--- config.mk ---
export PLATFORM = sky130hd
export DESIGN_NAME = mul32_seq_flat
export DESIGN_NICKNAME = d
export VERILOG_FILES = /design/src/rtl/mul_pkg.sv /design/src/rtl/mul32_seq_if.sv /design/src/rtl/mul32_seq_adc32.sv /design/src/rtl/mul32_seq.sv /design/src/flat_wrapper.sv
export SDC_FILE = /design/constraint.sdc
export NUM_CORES = 1
export LEC_CHECK = 0
export BUFFER_PORTS_ARGS = -buffer_cell sky130_fd_sc_hd__buf_4
export CAP_MARGIN = 20
export CORE_ASPECT_RATIO = 2
export CORE_MARGIN = 2
export CORE_UTILIZATION = 60
export DETAILED_ROUTE_END_ITERATION = 7
export HOLD_SLACK_MARGIN = 0.08
export PLACE_DENSITY = 0.85
export SETUP_SLACK_MARGIN = 0.3
export SKIP_CTS_REPAIR_TIMING = 1
export SLEW_MARGIN = 5
export SYNTH_ARGS = -nofsm -noshare
export SYNTH_HDL_FRONTEND = slang
export SYNTH_SLANG_ARGS = --single-unit
export TNS_END_PERCENT = 20
--- constraint.sdc ---
create_clock -name clk -period 3.7 [get_ports clk]
set_input_delay 0 -clock clk [delete_from_list [all_inputs] [get_ports clk]]
set_output_delay 0 -clock clk [all_outputs]
set_load 0.1 [all_outputs]
--- src/rtl/mul_pkg.sv ---
// Shared definitions for the sequential 32x32 multiplier.
//   state_e : controller states (IDLE / RUN / DONE)
//   ITER    : number of shift-and-add iterations per multiply
//   CNT_W   : width of the iteration counter
package mul_pkg;

    typedef enum logic [1:0] {
        IDLE = 2'd0,
        RUN  = 2'd1,
        DONE = 2'd2
    } state_e;

    localparam int ITER  = 32;
    localparam int CNT_W = 5;

endpackage

--- src/rtl/mul32_seq_if.sv ---
// Start/ready/done handshake bundle between the control unit and the
// sequential multiplier.
//   start   : request, honoured only while ready is high
//   a, b    : multiplicand / multiplier, sampled at acceptance
//   ready   : multiplier idle and able to accept
//   done    : one-cycle pulse when product becomes valid
//   product : 64-bit result, held until the next acceptance
interface mul32_seq_if #(
    parameter int WIDTH = 32
);
    logic               start;
    logic [WIDTH-1:0]   a;
    logic [WIDTH-1:0]   b;
    logic               ready;
    logic               done;
    logic [2*WIDTH-1:0] product;

    modport master (output start, output a, output b,
                    input  ready, input  done, input  product);

    modport slave  (input  start, input  a, input  b,
                    output ready, output done, output product);
endinterface

--- src/rtl/mul32_seq_adc32.sv ---
// 32-bit carry adder: S = A + B + C0, with carry out Co.
//   a_i, b_i : addends
//   c0_i     : carry in
//   s_o      : 32-bit sum
//   co_o     : carry out
module mul32_seq_adc32 (
    input  logic [31:0] a_i,
    input  logic [31:0] b_i,
    input  logic        c0_i,
    output logic [31:0] s_o,
    output logic        co_o
);

    assign {co_o, s_o} = {1'b0, a_i} + {1'b0, b_i} + {32'b0, c0_i};

endmodule

--- src/rtl/mul32_seq.sv ---
// Multi-cycle 32x32->64 unsigned shift-and-add multiplier. A single 32-bit
// adder is reused for 32 iterations; each iteration conditionally adds the
// multiplicand into the upper half of the partial product and shifts the
// whole {p_hi, p_lo} pair right by one, consuming one multiplier bit.
//   clk   : rising-edge clock
//   rst_n : asynchronous active-low reset, discards any operation in flight
//   bus   : start/a/b in, ready/done/product out (slave side)
module mul32_seq
    import mul_pkg::*;
#(
    parameter int WIDTH = 32
) (
    input  logic        clk,
    input  logic        rst_n,
    mul32_seq_if.slave  bus
);

    state_e             state_q, state_d;
    logic [CNT_W-1:0]   cnt_q,   cnt_d;
    logic [WIDTH-1:0]   m_q,     m_d;
    logic [WIDTH-1:0]   p_hi_q,  p_hi_d;
    logic [WIDTH-1:0]   p_lo_q,  p_lo_d;

    logic [WIDTH-1:0]   add_b;
    logic [WIDTH-1:0]   add_s;
    logic               add_co;

    // The current multiplier bit selects whether the multiplicand is added.
    assign add_b = p_lo_q[0] ? m_q : '0;

    mul32_seq_adc32 u_adc32 (
        .a_i  (p_hi_q),
        .b_i  (add_b),
        .c0_i (1'b0),
        .s_o  (add_s),
        .co_o (add_co)
    );

    always_comb begin
        state_d = state_q;
        cnt_d   = cnt_q;
        m_d     = m_q;
        p_hi_d  = p_hi_q;
        p_lo_d  = p_lo_q;

        unique case (state_q)
            IDLE: begin
                if (bus.start) begin
                    m_d     = bus.a;
                    p_hi_d  = '0;
                    p_lo_d  = bus.b;
                    cnt_d   = '0;
                    state_d = RUN;
                end
            end
            RUN: begin
                // {p_hi, p_lo} <= {Co, S, p_lo[31:1]}: the carry lands in bit
                // 31 of p_hi and the sum's LSB shifts into the top of p_lo.
                p_hi_d = {add_co, add_s[WIDTH-1:1]};
                p_lo_d = {add_s[0], p_lo_q[WIDTH-1:1]};
                cnt_d  = cnt_q + CNT_W'(1);
                if (cnt_q == CNT_W'(ITER - 1)) begin
                    state_d = DONE;
                end
            end
            DONE: begin
                state_d = IDLE;
            end
            default: begin
                state_d = IDLE;
            end
        endcase
    end

    always_ff @(posedge clk or negedge rst_n) begin
        if (!rst_n) begin
            state_q <= IDLE;
            cnt_q   <= '0;
            m_q     <= '0;
            p_hi_q  <= '0;
            p_lo_q  <= '0;
        end else begin
            state_q <= state_d;
            cnt_q   <= cnt_d;
            m_q     <= m_d;
            p_hi_q  <= p_hi_d;
            p_lo_q  <= p_lo_d;
        end
    end

    // Outputs are pure decodes of registered state.
    assign bus.ready   = (state_q == IDLE);
    assign bus.done    = (state_q == DONE);
    assign bus.product = {p_hi_q, p_lo_q};

endmodule

--- src/flat_wrapper.sv ---
// flat-port wrapper written by rule: the top's interface ports become plain ports
module mul32_seq_flat import mul_pkg::*;
#(
    parameter int WIDTH = 32
)
  (clk, rst_n, bus_start, bus_a, bus_b, bus_ready, bus_done, bus_product);
  mul32_seq_if #(.WIDTH(WIDTH)) bus_i ();
  input  logic clk;
  input  logic rst_n;
  input wire logic [$bits(bus_i.start)-1:0] bus_start;
  input wire logic [$bits(bus_i.a)-1:0] bus_a;
  input wire logic [$bits(bus_i.b)-1:0] bus_b;
  output wire logic [$bits(bus_i.ready)-1:0] bus_ready;
  output wire logic [$bits(bus_i.done)-1:0] bus_done;
  output wire logic [$bits(bus_i.product)-1:0] bus_product;
  assign bus_i.start = bus_start;
  assign bus_i.a = bus_a;
  assign bus_i.b = bus_b;
  assign bus_ready = bus_i.ready;
  assign bus_done = bus_i.done;
  assign bus_product = bus_i.product;
  mul32_seq #(.WIDTH(WIDTH)) u_core (.clk(clk), .rst_n(rst_n), .bus(bus_i));
endmodule
==> summary.md, run 1 <==
| Metric | Value |
|---|---|
| DR pass1 iterations | 5 |
| Maxcap violations | 0 |
| Clock latency on the worst-skew pair | 0.36 ns |
| GP Congestion | 0.975 |
| Post-Route Skew | 0.0107 ns |
| Commonest non-fill, non-tap cell in the layout | nand2_1 |
| Seq/Total Area, Yosys | 41.5% |
| Initial antenna violation count | 0 |
| Core box area | 0.0101 sq mm |
| Most frequent cells in the layout | nand2_1, buf_4, dfrtp_1 |
| Setup TNS | 0 ns |
| Reg-to-Reg Start | u_core.p_lo_q[0]$_DFFE_PN0P_ |
| Largest net degree at the start of global routing | 83 |
| I/O Buffers | 132 |
| WL final | 17.5 mm |
| #FFs+latches synth | 103 |
| Critical R2R Capture | u_core.p_hi_q[14]$_DFFE_PN0P_ |
| Async S/R FF share, synth | 100% |
| Crit. End Element | flop |
| Rel. slew slack | 30.5% |
| Max frequency | 326 MHz |
| Share of layout cells above drive strength 1 | 19.2% |
| DRT antenna net count | 0 |
| EDFF count, synth | 0 |
| R2R depth | 11 |
| Critical path class | flop to flop |
| Post-Syn Instances | 732 |
| Hold Path Class | primary input to flop |
| Worst Hold End | u_core.p_lo_q[24]$_DFFE_PN0P_ |
| Total clock sinks | 103 |
| Top-Level Pins | 133 |
| FP Rows | 52 |
| Inserted Diodes | 0 |
| Status | complete, no violations |
| Vias per cell | 5.82 |
| Fill count | 677 |
| Vias in the first global route | 5891 |
| Reg clk slew, reported paths | 0.08 ns |
| CP max-delay cell | dfrtp_2 |
| Most frequent CP cell | a21oi_1 |
| Clock buffer depth | 2 |
| Synth Area per Inst | 8.48 sq um |
| GR Util All Layers | 30.5% |
| TritonCTS buffer count | 9 |
| H-tree depth | 3 |
| CP max stage delay | 0.61 ns |
| Setup crit start kind | flop |
| Die Y | 148 um |
| Synthesis-to-layout area growth | 28.8% |
| Hold Crit Start | bus_b[24] |
| Syn Std Cell Area | 0.00621 sq mm |
| Crit path cell chain | nand2_1, inv_1, ha_1, a21oi_1, nor2_1, nor3b_2, o21ai_1, a21oi_1, o21ai_0, or4b_1, nand3_1 |
| NumNets Final | 983 |
| HPWL after DPL | 12.3 mm |
| Full die area | 0.0112 sq mm |
| Drt wl/cell | 17.2 um |
| Crit Path Max Fanout | 23 |
| Final hold vios | 0 |
| Max Slew Vio Count | 0 |
| Initial cell density of the core | 61.6% |
| Clock tree from TritonCTS | done |
| Synth warn | 0 |
| Yosys cell types | 55 |
| Crit-path leading delay family | simple AND/OR/NAND/NOR gates |
| Initial DRC Count | 292 |
| Min Clock Period, post-route | 3.07 ns |
| Period utilization | 82.9% |
| Worst slew pin tran | 1.04 ns |
| Hold path depth | 4 |
| Total vias in the final route | 5939 |
| Die width | 75.9 um |
| Main synth FF type | dfrtp_1 |
| # DRC | 0 |
| CP required | 3.99 ns |
| RSZ-0062 raised after global routing | no |
| First-pass GRT wire length | 27.8 mm |
| CTS root buf | clkbuf_16 |
| Final setup fails | 0 |
| Crit path DAT | 3.35 ns |
| Mapped Nets | 834 |
| Worst path bufs/invs | 1 |
| Flop-to-flop setup slack | 0.63 ns |
| Total gr overflow | 0 |
cell type report:
cell class / count / area (sq um) / share of cell area, %
Clock buffer: 9 / 225 / 2.82
Clock inverter: 7 / 63.8 / 0.798
Inverter: 11 / 41.3 / 0.516
Multi-Input combinational cell: 573 / 3420 / 42.8
Sequential cell: 103 / 2580 / 32.3
Tap cell: 135 / 169 / 2.11
Timing Repair Buffer: 183 / 1490 / 18.7
synthesized netlist by cell type, types with 15 or more instances:
cell type	n	area, sq um
nand2_1	177	664
dfrtp_1	103	2580
o21ai_0	78	390
a21oi_1	55	275
clkbuf_1	37	139
and2_1	35	219
ha_1	34	425
and3b_1	31	272
xnor2_1	21	184
nand3_1	20	100
nor2_1	16	60.1
a21o_1	15	113
flip-flops by register name (all words and copies together) (netlist names):
signal          count
u_core.cnt_q        5
u_core.p_lo_q      32
u_core.m_q         32
u_core.p_hi_q      32
u_core.state_q      2
layer usage:
metal | GRT usage [%] | wire length (um)
met2 | 58.9 | 9540
met3 | 4.58 | 632
met1 | 33.0 | 6710
met4 | 12.0 | 635
met5 | 0 | 0
tightest hold or removal path, stage by stage:
cell,delay (ns)
buf_4,0.08
and3b_1,0.14
a21oi_1,0.04
o21ai_0,0.13
metrics by stage:
step | hold WS [ns] | instances | area, sq um | worst slack (ns) | util [%]
floorplan | -0.296 | 732 | 6210 | 0.538 | -
global placement | 0.190 | 964 | 7280 | 0.583 | 72.2
detailed placement | 0.195 | 964 | 7280 | 0.431 | 72.2
CTS | -0.174 | 980 | 7570 | 0.422 | 75.0
global route | 0.0948 | 1021 | 8000 | 0.451 | 79.3
finish | 0.0634 | 1021 | 8000 | 0.634 | 79.3
kinds of logic (layout without fill, tap and decap cells):
group           after synthesis  count (layout)  synth area share, %
compound gates              202             202                 19.3
buf+inv                      56             210                 3.51
simple gates                307             307                 24.4
xor+xnor                     28              28                 3.95
mux                           1               1                0.161
flops                       103             103                 41.5
fa+ha+maj                    35              35                 7.17
worst max path at each step:
| stage | cells past startpoint | endpoint | startpoint | slack (ns) |
|---|---|---|---|---|
| finish | 11 | u_core.p_hi_q[14]$_DFFE_PN0P_ | u_core.p_lo_q[0]$_DFFE_PN0P_ | 0.63 |
| global route | 11 | u_core.p_hi_q[14]$_DFFE_PN0P_ | u_core.p_lo_q[0]$_DFFE_PN0P_ | 0.45 |
| CTS | 11 | u_core.p_hi_q[14]$_DFFE_PN0P_ | u_core.p_lo_q[0]$_DFFE_PN0P_ | 0.42 |
| detailed placement | 11 | u_core.p_hi_q[14]$_DFFE_PN0P_ | u_core.p_lo_q[0]$_DFFE_PN0P_ | 0.43 |
| global placement | 10 | u_core.p_hi_q[14]$_DFFE_PN0P_ | u_core.p_lo_q[0]$_DFFE_PN0P_ | 0.58 |
| floorplan | 11 | u_core.p_hi_q[14]$_DFFE_PN0P_ | u_core.p_lo_q[0]$_DFFE_PN0P_ | 0.54 |
Power of run 1 is left out: the tool's default activity adds up to more than one toggle a clock period on the data nets, which glitch-free logic cannot reach.
==> run 2, diff against run 1 <==
- ABC_AREA: default -> 1
- CORE_UTILIZATION: 60 -> 56
- PLACE_DENSITY: 0.85 -> 0.79
- clock period: 3.7 -> 3.1 ns (I/O delays scaled with it)
==> run 2 against run 1 <==
Cell count is 25% higher. Maximum frequency is 17% higher. Largest cell class unchanged. Critical path depth is 2 higher. Via count is 17% higher. Sequential share of layout area is 2.9 points lower. Global-route usage is 1.1 points higher. Non-clock buffer count is 21 higher. Cell area is 9.9% higher. Critical path type unchanged.
==> summary.md, run 2 <==
| Metric | Value |
|---|---|
| Worst slew pin tran | 0.764 ns |
| Post-Route Skew | 0.00842 ns |
| Full die area | 0.0129 sq mm |
| Final hold vios | 0 |
| Synth Area in Adders | 6.65% |
| CTS root buf | clkbuf_16 |
| Vias in the first global route | 6487 |
| Post-route worst setup slack | 0.481 ns |
| First-pass GRT wire length | 31.2 mm |
| Period utilization | 84.5% |
| Die width | 81.4 um |
| Drt wl/cell | 16.9 um |
| Critical path class | flop to flop |
| Top Registers | u_core.m_q: 32 flops, u_core.p_hi_q: 32 flops, u_core.p_lo_q: 32 flops |
| Final setup fails | 0 |
| Crit Path Max Fanout | 18 |
| Hold Path Class | primary input to async pin |
| Total clock sinks | 103 |
| Syn Std Cell Area | 0.00670 sq mm |
| WL final | 21.6 mm |
| EDFF count, synth | 0 |
| Crit path DAT | 2.86 ns |
| Clock latency on the worst-skew pair | 0.35 ns |
| Core box area | 0.0117 sq mm |
| TritonCTS buffer count | 9 |
| Initial DRC Count | 540 |
| Die Y | 159 um |
| Combinational family with the most area after synthesis | simple AND/OR/NAND/NOR gates |
| Synth area leader | dfrtp_1 |
| Crit. End Element | flop |
| Top-Level Pins | 133 |
| Design area | 0.00879 sq mm |
| CP required | 3.34 ns |
| Mapped Nets | 1042 |
| Reg clk slew, reported paths | 0.08 ns |
| Status | complete, no violations |
| Pre-CTS WS | 0.498 ns |
| RSZ-0062 raised after global routing | no |
| Share of the synthesized area in the top cell type | 38.5% |
| #FFs+latches synth | 103 |
| WHS | 0.218 ns |
| Maxcap violations | 0 |
| Commonest non-fill, non-tap cell in the layout | nand2_1 |
| Setup TNS | 0 ns |
| DR pass1 iterations | 5 |
| Most frequent cells in the layout | nand2_1, inv_1, buf_4 |
| H-tree depth | 3 |
| Synth warn | 0 |
| Main synth FF type | dfrtp_1 |
| CP max-delay cell | dfrtp_4 |
| Rel. slew slack | 49.1% |
| Clock tree from TritonCTS | done |
| DRT antenna net count | 0 |
| Initial antenna violation count | 0 |
| Synth cell count leaders | nand2_1, inv_1, dfrtp_1 |
| Largest cells by area after synthesis | dfrtp_1, nand2_1, inv_1 |
| Most numerous cell in the Yosys netlist | nand2_1 |
| GR Util All Layers | 31.6% |
| Synthesis-to-layout area growth | 31.1% |
| Initial cell density of the core | 57.3% |
| Max Slew Vio Count | 0 |
| Synth Area in Simple Gates | 26.6% |
| Largest net degree at the start of global routing | 104 |
| Crit-path leading delay family | simple AND/OR/NAND/NOR gates |
| Multiplexer share of the synthesized area | 5.38% |
| NumNets Final | 1232 |
| CP max stage delay | 0.60 ns |
| Vias per cell | 5.41 |
| Xor and xnor area share after synthesis | 0.392% |
| Placed standard-cell area | 0.00781 sq mm |
| Crit path cell chain | buf_8, nand2_1, inv_1, ha_1, nand2_1, nor2_1, nand3_1, nand3_2, nand2_1, nand2_1, nand2_1, nand2_1, o21ai_1 |
| Yosys cell types | 36 |
| Synth Area in Compound Gates | 10.2% |
| I/O Buffers | 132 |
| GP Congestion | 0.956 |
| Synth Area per Inst | 7.13 sq um |
| HPWL after DPL | 14.7 mm |
| Max frequency | 382 MHz |
| Share of layout cells above drive strength 1 | 17.9% |
| Seq/Total Area, Yosys | 38.5% |
| # DRC | 0 |
| Setup crit start kind | flop |
| Total vias in the final route | 6920 |
| Min Clock Period, post-route | 2.62 ns |
| Worst path bufs/invs | 2 |
| Inserted Diodes | 0 |
| Most frequent CP cell | nand2_1 |
| Post-Syn Instances | 940 |
| Total gr overflow | 0 |
| FP Rows | 56 |
| Async S/R FF share, synth | 100% |
| Clock buffer depth | 2 |
-- run 2: worst min-delay path: cells and delay by family --
kind | cells | cell delay (ns)
buffers and inverters | 3 | 1.03
-- run 2: cell type report --
class	instances	area [sq um]
Fill cell	874	2910
Inverter	184	691
Sequential cell	103	2580
Timing Repair Buffer	204	1730
Multi-Input combinational cell	628	3300
Clock inverter	6	77.6
Clock buffer	9	225
Tap cell	145	181
-- run 2: stage by stage --
stage	std cells	util [%]
finish	1279	75.1
global route	1279	75.1
CTS	1212	69.3
detailed placement	1197	66.7
global placement	1197	66.7
floorplan	940	-
-- run 2: layer usage --
layer / routed length, um / track usage, % / share of wire (%) / vias up
met3: 969 / 4.55 / 4.5 / 123
met5: 0 / 0 / 0 / -
met4: 1850 / 22.3 / 8.5 / 0
met1: 7330 / 32.5 / 34 / 3189
li1: - / - / - / 3308
met2: 11500 / 55.7 / 53 / 300
-- run 2: worst paths after layout --
kind                                              start                            end  slack, ns  cells after the start
setup / recovery           u_core.p_lo_q[0]$_DFFE_PN0P_  u_core.p_hi_q[16]$_DFFE_PN0P_       0.48                     13
hold reg to reg              u_core.m_q[23]$_DFFE_PN0P_     u_core.m_q[23]$_DFFE_PN0P_       0.50                      1
hold / removal                                    rst_n   u_core.p_hi_q[9]$_DFFE_PN0P_       0.22                      3
max in group asynchronous                         rst_n   u_core.p_lo_q[0]$_DFFE_PN0P_       2.36                      3
min in group clk                              bus_a[25]     u_core.m_q[25]$_DFFE_PN0P_       0.40                      3
setup reg to reg           u_core.p_lo_q[0]$_DFFE_PN0P_  u_core.p_hi_q[16]$_DFFE_PN0P_       0.48                     13
-- run 2: cell families after synthesis --
family / Yosys count
fa+ha+maj: 35
simple gates: 435
buf+inv: 209
xor+xnor: 3
mux: 32
compound gates: 123
flops: 103
Power of run 2 is left out for the same reason.
